<file path="config.mk">
export PLATFORM = sky130hd
export DESIGN_NAME = mips_decode_stage_flat
export DESIGN_NICKNAME = d
export VERILOG_FILES = /design/src/rtl/mips_pkg.sv /design/src/rtl/mips_decode_stage_if.sv /design/src/rtl/id_regfile.sv /design/src/rtl/mips_decode_stage.sv /design/src/flat_wrapper.sv
export SDC_FILE = /design/constraint.sdc
export NUM_CORES = 2
export LEC_CHECK = 0
export ABC_AREA = 1
export CAP_MARGIN = 0
export CORE_MARGIN = 2
export CORE_UTILIZATION = 50
export CTS_CLUSTER_SIZE = 16
export DETAILED_ROUTE_END_ITERATION = 10
export PLACE_DENSITY = 0.68
export SETUP_SLACK_MARGIN = 0.5
export SLEW_MARGIN = 30
export SYNTH_ARGS = -nofsm -noshare
export SYNTH_HDL_FRONTEND = slang
export SYNTH_SLANG_ARGS = --single-unit
</file>
<file path="constraint.sdc">
create_clock -name clk -period 7 [get_ports clk]
set_clock_uncertainty 0.1 [all_clocks]
set_input_delay 1.05 -clock clk [delete_from_list [all_inputs] [get_ports clk]]
set_output_delay 1.05 -clock clk [all_outputs]
set_load 0.05 [all_outputs]
</file>
<file path="src/rtl/mips_pkg.sv">
// Shared definitions for the MIPS pipeline: opcodes, ALU operation codes,
// load-width codes, special register indices and the decoded control bundle.
package mips_pkg;

  // Primary opcodes, instruction[31:26]
  localparam logic [5:0] OP_RTYPE = 6'b000000;
  localparam logic [5:0] OP_LW    = 6'b100011;
  localparam logic [5:0] OP_LH    = 6'b100001;
  localparam logic [5:0] OP_LHU   = 6'b100101;
  localparam logic [5:0] OP_LB    = 6'b100000;
  localparam logic [5:0] OP_SW    = 6'b101011;
  localparam logic [5:0] OP_BEQ   = 6'b000100;
  localparam logic [5:0] OP_ADDI  = 6'b001000;
  localparam logic [5:0] OP_ANDI  = 6'b001100;
  localparam logic [5:0] OP_ORI   = 6'b001101;
  localparam logic [5:0] OP_SLTI  = 6'b001010;

  // Operation requested from the EX-stage ALU
  typedef enum logic [2:0] {
    ALU_ADD   = 3'b000,
    ALU_SUB   = 3'b001,
    ALU_FUNCT = 3'b010,
    ALU_AND   = 3'b011,
    ALU_OR    = 3'b100,
    ALU_SLT   = 3'b101
  } alu_op_e;

  // Width and signedness of a memory load
  typedef enum logic [1:0] {
    LM_WORD   = 2'b00,
    LM_HALF_S = 2'b01,
    LM_HALF_U = 2'b10,
    LM_BYTE_S = 2'b11
  } load_mode_e;

  // Register indices with fixed read behaviour
  localparam logic [4:0] ZERO      = 5'd0;
  localparam logic [4:0] INPUT_REG = 5'd27;

  // Control bundle carried through the ID/EX register
  typedef struct packed {
    logic       reg_dst;
    logic       reg_write;
    logic       alu_src;
    logic       mem_write;
    logic       mem_read;
    logic       mem_to_reg;
    logic       branch;
    alu_op_e    alu_op;
    load_mode_e load_mode;
  } ctrl_t;

  // All-zero control word: an instruction that does nothing (bubble)
  localparam ctrl_t CTRL_BUBBLE = '0;

endpackage

</file>
<file path="src/rtl/mips_decode_stage_if.sv">
// Signal bundle between the ID stage and its neighbours: IF/ID inputs,
// the WB write port, the external input word and the ID/EX outputs.
// master = the environment driving the stage, slave = the decode stage.
interface mips_decode_stage_if;
  // IF/ID side
  logic [31:0] instruction;
  logic [31:0] in_new_pc_value;
  // WB write port
  logic [4:0]  write_register;
  logic [31:0] write_data;
  logic        in_RegWrite;
  // External input word, visible as register 27
  logic [31:0] register_input;
  // ID/EX side
  logic [4:0]  instr_bits_15_11;
  logic [4:0]  instr_bits_20_16;
  logic [31:0] extended_bits;
  logic [31:0] read_data1;
  logic [31:0] read_data2;
  logic [31:0] new_pc_value;
  logic        RegDst;
  logic        RegWrite;
  logic        ALUSrc;
  logic        MemWrite;
  logic        MemRead;
  logic        MemToReg;
  logic        Branch;
  logic [1:0]  load_mode;
  logic [2:0]  ALUOp;

  modport master (
    output instruction, in_new_pc_value, write_register, write_data,
           in_RegWrite, register_input,
    input  instr_bits_15_11, instr_bits_20_16, extended_bits, read_data1,
           read_data2, new_pc_value, RegDst, RegWrite, ALUSrc, MemWrite,
           MemRead, MemToReg, Branch, load_mode, ALUOp
  );

  modport slave (
    input  instruction, in_new_pc_value, write_register, write_data,
           in_RegWrite, register_input,
    output instr_bits_15_11, instr_bits_20_16, extended_bits, read_data1,
           read_data2, new_pc_value, RegDst, RegWrite, ALUSrc, MemWrite,
           MemRead, MemToReg, Branch, load_mode, ALUOp
  );
endinterface

</file>
<file path="src/rtl/id_regfile.sv">
// 32x32 register file for the ID stage: two combinational read ports and
// one write port from WB. r0 reads 0 and r27 reads the external input word;
// writes to either are dropped. Optional macro ID_WB_BYPASS_EN forwards
// same-cycle WB data to the read ports.
module id_regfile
  import mips_pkg::*;
(
  input  logic        clk,
  input  logic        rst_n,
  input  logic [4:0]  rs_addr_i,
  input  logic [4:0]  rt_addr_i,
  output logic [31:0] rs_data_o,
  output logic [31:0] rt_data_o,
  input  logic        we_i,
  input  logic [4:0]  wr_addr_i,
  input  logic [31:0] wr_data_i,
  input  logic [31:0] reg_input_i
);

  logic [31:0] mem_q [32];

  // Read mux shared by both ports; special indices take priority over storage
  // and over the bypass.
  function automatic logic [31:0] read_port(input logic [4:0] idx);
    if (idx == ZERO) begin
      return '0;
    end else if (idx == INPUT_REG) begin
      return reg_input_i;
    end
`ifdef ID_WB_BYPASS_EN
    else if (we_i && (wr_addr_i == idx)) begin
      return wr_data_i;
    end
`endif
    else begin
      return mem_q[idx];
    end
  endfunction

  // Storage update: cleared on reset, otherwise written from WB
  always_ff @(posedge clk) begin
    // NOTE: this array is explicitly cleared on reset because software may
    // read any register before writing it; that forces flops instead of a
    // RAM macro, which is acceptable for 32 entries.
    if (!rst_n) begin
      for (int i = 0; i < 32; i++) begin
        mem_q[i] <= '0;
      end
    end else if (we_i && (wr_addr_i != ZERO) && (wr_addr_i != INPUT_REG)) begin
      // NOTE: non-blocking so every reader on this edge sees the pre-edge
      // value; a blocking write would leak the new value into same-edge logic.
      mem_q[wr_addr_i] <= wr_data_i;
    end
  end

  // Combinational read ports
  always_comb begin
    rs_data_o = read_port(rs_addr_i);
    rt_data_o = read_port(rt_addr_i);
  end

endmodule

</file>
<file path="src/rtl/mips_decode_stage.sv">
// MIPS instruction-decode stage: opcode decode, register read, immediate
// sign extension and the ID/EX pipeline register (1-cycle latency).
// Optional macro ID_WB_BYPASS_EN: same-cycle WB-to-read forwarding inside
// id_regfile; when undefined a write becomes visible the following cycle.
module mips_decode_stage
  import mips_pkg::*;
(
  input logic                  clk,
  input logic                  rst_n,
  mips_decode_stage_if.slave   bus
);

  logic [5:0]  opcode;
  logic [4:0]  rs_idx;
  logic [4:0]  rt_idx;
  logic [31:0] rs_val;
  logic [31:0] rt_val;

  ctrl_t       ctrl_d;
  logic [31:0] ext_d;

  ctrl_t       ctrl_q;
  logic [4:0]  rd_q;
  logic [4:0]  rt_q;
  logic [31:0] ext_q;
  logic [31:0] rd1_q;
  logic [31:0] rd2_q;
  logic [31:0] pc_q;

  assign opcode = bus.instruction[31:26];
  assign rs_idx = bus.instruction[25:21];
  assign rt_idx = bus.instruction[20:16];

  id_regfile u_regfile (
    .clk         (clk),
    .rst_n       (rst_n),
    .rs_addr_i   (rs_idx),
    .rt_addr_i   (rt_idx),
    .rs_data_o   (rs_val),
    .rt_data_o   (rt_val),
    .we_i        (bus.in_RegWrite),
    .wr_addr_i   (bus.write_register),
    .wr_data_i   (bus.write_data),
    .reg_input_i (bus.register_input)
  );

  // Control decode from the opcode; unknown opcodes become a bubble
  always_comb begin
    // NOTE: default the whole bundle first so every path assigns every field
    // and no latch is inferred for opcodes that leave a field untouched.
    ctrl_d = CTRL_BUBBLE;
    unique case (opcode)
      OP_RTYPE: begin
        ctrl_d.reg_dst   = 1'b1;
        ctrl_d.reg_write = 1'b1;
        ctrl_d.alu_op    = ALU_FUNCT;
      end
      OP_LW, OP_LH, OP_LHU, OP_LB: begin
        ctrl_d.reg_write  = 1'b1;
        ctrl_d.alu_src    = 1'b1;
        ctrl_d.mem_read   = 1'b1;
        ctrl_d.mem_to_reg = 1'b1;
        ctrl_d.alu_op     = ALU_ADD;
        ctrl_d.load_mode  = (opcode == OP_LH)  ? LM_HALF_S :
                            (opcode == OP_LHU) ? LM_HALF_U :
                            (opcode == OP_LB)  ? LM_BYTE_S : LM_WORD;
      end
      OP_SW: begin
        ctrl_d.alu_src   = 1'b1;
        ctrl_d.mem_write = 1'b1;
        ctrl_d.alu_op    = ALU_ADD;
      end
      OP_BEQ: begin
        ctrl_d.branch = 1'b1;
        ctrl_d.alu_op = ALU_SUB;
      end
      OP_ADDI, OP_ANDI, OP_ORI, OP_SLTI: begin
        ctrl_d.reg_write = 1'b1;
        ctrl_d.alu_src   = 1'b1;
        ctrl_d.alu_op    = (opcode == OP_ANDI) ? ALU_AND :
                           (opcode == OP_ORI)  ? ALU_OR  :
                           (opcode == OP_SLTI) ? ALU_SLT : ALU_ADD;
      end
      default: ctrl_d = CTRL_BUBBLE;
    endcase
  end

  // Immediate is always sign-extended, logical immediates included
  assign ext_d = {{16{bus.instruction[15]}}, bus.instruction[15:0]};

  // ID/EX pipeline register, captured every cycle
  always_ff @(posedge clk) begin
    if (!rst_n) begin
      ctrl_q <= CTRL_BUBBLE;
      rd_q   <= '0;
      rt_q   <= '0;
      ext_q  <= '0;
      rd1_q  <= '0;
      rd2_q  <= '0;
      pc_q   <= '0;
    end else begin
      ctrl_q <= ctrl_d;
      rd_q   <= bus.instruction[15:11];
      rt_q   <= rt_idx;
      ext_q  <= ext_d;
      rd1_q  <= rs_val;
      rd2_q  <= rt_val;
      pc_q   <= bus.in_new_pc_value;
    end
  end

  assign bus.instr_bits_15_11 = rd_q;
  assign bus.instr_bits_20_16 = rt_q;
  assign bus.extended_bits    = ext_q;
  assign bus.read_data1       = rd1_q;
  assign bus.read_data2       = rd2_q;
  assign bus.new_pc_value     = pc_q;
  assign bus.RegDst           = ctrl_q.reg_dst;
  assign bus.RegWrite         = ctrl_q.reg_write;
  assign bus.ALUSrc           = ctrl_q.alu_src;
  assign bus.MemWrite         = ctrl_q.mem_write;
  assign bus.MemRead          = ctrl_q.mem_read;
  assign bus.MemToReg         = ctrl_q.mem_to_reg;
  assign bus.Branch           = ctrl_q.branch;
  assign bus.ALUOp            = ctrl_q.alu_op;
  assign bus.load_mode        = ctrl_q.load_mode;

endmodule

</file>
<file path="src/flat_wrapper.sv">
// flat-port wrapper written by rule: the top's interface ports become plain ports
module mips_decode_stage_flat import mips_pkg::*;
  (clk, rst_n, bus_instruction, bus_in_new_pc_value, bus_write_register, bus_write_data, bus_in_RegWrite, bus_register_input, bus_instr_bits_15_11, bus_instr_bits_20_16, bus_extended_bits, bus_read_data1, bus_read_data2, bus_new_pc_value, bus_RegDst, bus_RegWrite, bus_ALUSrc, bus_MemWrite, bus_MemRead, bus_MemToReg, bus_Branch, bus_load_mode, bus_ALUOp);
  mips_decode_stage_if bus_i ();
  input logic clk;
  input logic rst_n;
  input wire logic [$bits(bus_i.instruction)-1:0] bus_instruction;
  input wire logic [$bits(bus_i.in_new_pc_value)-1:0] bus_in_new_pc_value;
  input wire logic [$bits(bus_i.write_register)-1:0] bus_write_register;
  input wire logic [$bits(bus_i.write_data)-1:0] bus_write_data;
  input wire logic [$bits(bus_i.in_RegWrite)-1:0] bus_in_RegWrite;
  input wire logic [$bits(bus_i.register_input)-1:0] bus_register_input;
  output wire logic [$bits(bus_i.instr_bits_15_11)-1:0] bus_instr_bits_15_11;
  output wire logic [$bits(bus_i.instr_bits_20_16)-1:0] bus_instr_bits_20_16;
  output wire logic [$bits(bus_i.extended_bits)-1:0] bus_extended_bits;
  output wire logic [$bits(bus_i.read_data1)-1:0] bus_read_data1;
  output wire logic [$bits(bus_i.read_data2)-1:0] bus_read_data2;
  output wire logic [$bits(bus_i.new_pc_value)-1:0] bus_new_pc_value;
  output wire logic [$bits(bus_i.RegDst)-1:0] bus_RegDst;
  output wire logic [$bits(bus_i.RegWrite)-1:0] bus_RegWrite;
  output wire logic [$bits(bus_i.ALUSrc)-1:0] bus_ALUSrc;
  output wire logic [$bits(bus_i.MemWrite)-1:0] bus_MemWrite;
  output wire logic [$bits(bus_i.MemRead)-1:0] bus_MemRead;
  output wire logic [$bits(bus_i.MemToReg)-1:0] bus_MemToReg;
  output wire logic [$bits(bus_i.Branch)-1:0] bus_Branch;
  output wire logic [$bits(bus_i.load_mode)-1:0] bus_load_mode;
  output wire logic [$bits(bus_i.ALUOp)-1:0] bus_ALUOp;
  assign bus_i.instruction = bus_instruction;
  assign bus_i.in_new_pc_value = bus_in_new_pc_value;
  assign bus_i.write_register = bus_write_register;
  assign bus_i.write_data = bus_write_data;
  assign bus_i.in_RegWrite = bus_in_RegWrite;
  assign bus_i.register_input = bus_register_input;
  assign bus_instr_bits_15_11 = bus_i.instr_bits_15_11;
  assign bus_instr_bits_20_16 = bus_i.instr_bits_20_16;
  assign bus_extended_bits = bus_i.extended_bits;
  assign bus_read_data1 = bus_i.read_data1;
  assign bus_read_data2 = bus_i.read_data2;
  assign bus_new_pc_value = bus_i.new_pc_value;
  assign bus_RegDst = bus_i.RegDst;
  assign bus_RegWrite = bus_i.RegWrite;
  assign bus_ALUSrc = bus_i.ALUSrc;
  assign bus_MemWrite = bus_i.MemWrite;
  assign bus_MemRead = bus_i.MemRead;
  assign bus_MemToReg = bus_i.MemToReg;
  assign bus_Branch = bus_i.Branch;
  assign bus_load_mode = bus_i.load_mode;
  assign bus_ALUOp = bus_i.ALUOp;
  mips_decode_stage u_core (.clk(clk), .rst_n(rst_n), .bus(bus_i));
endmodule
</file>
; ---- After elaboration in Yosys (flattened, before gate mapping)
; Memories as Yosys holds them, arrays and structs flattened.
; Cells that the tools add are included.
[totals]
input_bits = 136
reg_bits = 134
n_memories = 1
ram_bits = 1024
[op_classes]
n_mux = 22
eq_ne = 13
reduce_logical = 15
bitwise_logic = 2
[mem_list]
columns = name, depth, word_bits, read_ports, rd_clocked_by_memory_dff, wr, line_no
row1 = u_core.u_regfile.mem_q, 32, 32, 2, 0, 32, id_regfile.sv:20  ; logic [31:0] mem_q [32];
[op_table]
columns = operator, count
row1 = $mux W32, 3
row2 = $reduce_or A32 Y1, 1
row3 = $eq A6 B6 Y1 const B, 5
row4 = $eq A6 B4 Y1 const B, 4
row5 = $reduce_or A9 Y1, 2
row6 = $mux W1, 11
row7 = $eq A5 B5 Y1 const B, 2
row8 = $logic_not A5 Y1, 2
row9 = $mux W3, 3
row10 = $pmux W3 S3, 1
row11 = $reduce_or A4 Y1, 2
row12 = $eq A6 B3 Y1 const B, 1
row13 = $logic_not A6 Y1, 1
row14 = $mux W2, 3
row15 = $mux W5, 1
row16 = $ne A5 B5 Y1 const B, 1
row17 = $reduce_bool A5 Y1, 1
row18 = $reduce_or A2 Y1, 2
row19 = $reduce_or A3 Y1, 1
row20 = $logic_and A1 B1 Y1, 2
row21 = $not A1 Y1, 2
row22 = $reduce_and A2 Y1, 1

; ---- Depth between registers and ports, before layout
[depth]
depth_word = 8
depth_mapped = 13

; ---- Hierarchy
; Synthesis repeated with hierarchy kept, for this count alone.
[hier_totals]
cells_unflattened = 8213
hier_area_um2 = 62925.4
[by_module_without_submodules]
columns = mod, instances, seq_area_each_um2, cells_each, area_each_um2
row1 = id_regfile, 1, 30749.5, 7761, 58986.6
row2 = mips_decode_stage, 1, 2562.5, 452, 3938.8

; ---- Least setup slack after synthesis
; Ideal clock, no wire load.
[synth_path]
kind = input port to flip-flop
start = in rst_n
end = mem u_core.u_regfile.mem_q[16][0], enable pin
arrival_time_ns = 2.934
setup_time_ns = 0.389
setup_slack_ns = 3.577
required_ns = 6.511
path_stages = 8
n_path_buf = 2
path_cell_list = buf_2 -> nand2_1 -> inv_1 -> nand3_1 -> nor4_1 -> nand2_1 -> buf_2 -> nand2_1
[synth_lines]
columns = item, line_no
row1 = from (decl), flat_wrapper.sv:6  ; input logic rst_n;
row2 = to (decl), id_regfile.sv:20

==> impl_results.md <==
* Status: finished, final reports clean
* Critical setup path kind: primary input to flip-flop
* Setup Viol. Count Final at 0
* Ys Warns at 0
* Number of fill cells at 11000
* HPWL Detailed at 132000 um
* Cell Area, Placed at 0.0660 mm2
* Worst relative slew slack at 21.9%
* Root buffer cell: clkbuf_16
* F_max at 215 MHz
* Share of cells above drive strength 1 at 4.60%
* Cell Rows at 129
* Max Cap Viol at 0
* Required @ worst endpoint at 7.25 ns
* Largest net degree at the start of global routing at 195
* Critical Path Slowest Stage Cell: nand2_2
* Gr usage total at 34.3%
* #FFs+latches synth at 1152
* Post-CTS Setup Inserts at 0
* Die Y at 357 um
* Ant. Diodes at 0
* Vias in the first global route at 52800
* Via count at 57600
* Drc violations at 0
* Setup crit end kind: flip-flop
* Area Growth Syn to Fin at 12.7%
* Cell Pwr Density at 247 mW/mm2
* Top post-synthesis cells by area: edfxtp_1, nand2_1, nand3_1
* DR pass1 iterations at 7
* RSZ-0062 raised after global routing: no
* Initial antenna violation count at 0
* Cell family with most CP delay: simple AND/OR/NAND/NOR gates
* Storage cell area at 0.0333 mm2
* Placer Congestion at 0.945
* Avg Cell Area, Syn at 7.53 um2
* Post-Route WL at 225000 um
* DRT iter0 DRCs at 9110
* Largest area contributor in the netlist: edfxtp_1
* Die width at 357 um
* Avg WL per Cell at 22.6 um
* Initial Util at 50.3%
* H-Tree Level Count at 3
* Layout net count at 8331
* Die area at 0.127 mm2
* Vias per inst at 5.80
* Cells after synthesis at 8259
* Crit-path cells: clkdlybuf4s50_1 > nand2_1 > inv_1 > nand2_1 > nand3_1 > nor3_1 > nand2_2 > nand2_2
* Seq/Total Area, Yosys at 53.5%
* Crit path launch type: primary input
* Hold_buf cts at 0
* Critical path peak fanout at 33
* Arr. time, crit path at 4.91 ns
* Core Region at 0.124 mm2
* CTS tree: yes
* Post-cts sizing count at 0
* Antenna-violating nets left at 0
* Sink Count at 1152
* Final Hold Viols at 0
* Fin crit share at 66.5%
* IO Port Bufs at 285
* VDD IR max at 0.229 mV
* Post-synth cell types at 20
* Area occupied by multi-input gates at 0.0233 mm2
* Bufs and invs on worst path at 2
* Fin Setup TNS at 0 ns
* Slew of the pin with the lowest slew margin at 1.17 ns
* Final non-filler cell area at 0.0702 mm2
* Maximum root-to-sink buffer count at 3
* Leak Pwr at 32.1 nW
* Slew Viols, Final at 0
* CTS Buf Count at 121
* Minimum clock period at 4.66 ns
* Global-route wire length before repair at 328000 um
* Congestion Overflow GR at 0
* CTS clock-pin slew for the worst setup and hold paths at 0.06 ns
* Later-pin clock latency in the skew report at 0.75 ns
* Worst Hold Class: primary input to flip-flop
* Yosys top cell area share at 49.4%
* Critical Path Max Stage Delay at 1.01 ns
* Mapped cell area at 0.0622 mm2
* Top Ports at 286
## area by class of cell
cell class	instances	area share, %
flip-flops and latches	1152	47.5
multi-input cells	5588	33.2
repair buffers	388	5.43
inverters	944	5.10
clock buffers	163	4.83
well taps	1637	2.92
clock inverters	64	1.06
## layout by cell type (no fill, tap or decap), drive strengths merged, types with 4 or more instances in the layout
cell	instances
clkdlybuf4s50	278
nor3	7
clkinv	47
edfxtp	1024
nand2	2756
a21oi	310
nor4	4
nand3	971
clkbuf	163
nand4	4
nor2	1209
bufinv	14
o211ai	36
o21ai	226
inv	941
conb	64
buf	110
clkinvlp	6
dfxtp	128
## per-layer routing
layer  up-vias  part of all wire (%)  global-route usage [%]
li1      25800                     -                       -
met1     26600                    36                    46.0
met2      4431                    43                    51.1
met3       763                    13                    6.47
met4         0                   7.2                    21.9
met5         -                     0                       0
## worst register-to-register path, stage by stage (launching register included)
cell and delay (ns):
edfxtp_1 0.37, inv_1 0.08, nand2_1 0.05, nand3_1 0.11, nand2_1 0.07, nand2_1 0.14, nand2_1 0.07, nor2_1 0.30
nand2_1 0.24, nand2_1 0.20, a21oi_1 0.08
## final timing paths
check / start / to / slack (ns) / cells after the start
worst max-delay path: bus_write_register[1] / u_core.u_regfile.mem_q[7][18]$_SDFFCE_PN0P_ / 2.34 / 8
worst min register to register: u_core.u_regfile.mem_q[6][22]$_SDFFCE_PN0P_ / u_core.bus.read_data2[22]$_SDFF_PP0_ / 0.74 / 8
worst max register to register: u_core.u_regfile.mem_q[19][14]$_SDFFCE_PN0P_ / u_core.bus.read_data1[14]$_SDFF_PP0_ / 5.04 / 10
worst min-delay path: bus_instruction[17] / u_core.bus.instr_bits_20_16[1]$_SDFF_PN0_ / 0.70 / 3
## sequential cells by signal, summed over array words and instances (netlist names)
name                         count
u_core.bus.ALUSrc                1
u_core.bus.read_data1           32
u_core.bus.MemToReg              1
u_core.u_regfile.mem_q        1024
u_core.bus.instr_bits_20_16      5
u_core.bus.read_data2           32
u_core.bus.MemWrite              1
u_core.bus.ALUOp                 3
u_core.bus.extended_bits        16
u_core.bus.new_pc_value         32
u_core.bus.load_mode             2
u_core.bus.RegDst                1
u_core.bus.RegWrite              1
u_core.bus.Branch                1
## Yosys cell counts (all sizes together)
cell type and count:
nor3 7, o31ai 1, clkbuf 486, buf 152, o211ai 36, dfxtp 128
nand2 2756, nor4 4, nor2 1209, a21oi 310, conb 1, inv 940
nand3 971, nand4 4, o21ai 226, clkinv 4, edfxtp 1024
## cell families after synthesis
logic type / Yosys count / share of synthesized area (%)
compound gates: 573 / 4.76
buf+inv: 1582 / 9.84
flops: 1152 / 53.5
other cells: 1 / 0.00603
simple gates: 4951 / 31.9
## power breakdown
part	internal (mW)	switching (mW)
Combinational	0.653	1.86
Clock	3.91	2.86
Sequential	7.87	0.168
Total	12.4	4.89
## through the flow
| stage | setup slack (ns) | util, % | instances | hold slack (ns) | power [mW] |
|---|---|---|---|---|---|
| detailed placement | 1.72 | 53.4 | 9709 | 0.710 | 10.6 |
| global placement | 1.66 | 53.3 | 9709 | 0.672 | 10.6 |
| finish | 2.34 | 56.7 | 9936 | 0.701 | 17.3 |
| floorplan | 3.58 | - | 8322 | 0.601 | 9.65 |
| global route | 2.16 | 56.7 | 9936 | 0.711 | 17.8 |
| CTS | 2.48 | 56.7 | 9936 | 0.679 | 17.3 |
(Power assumes the default switching activity.)
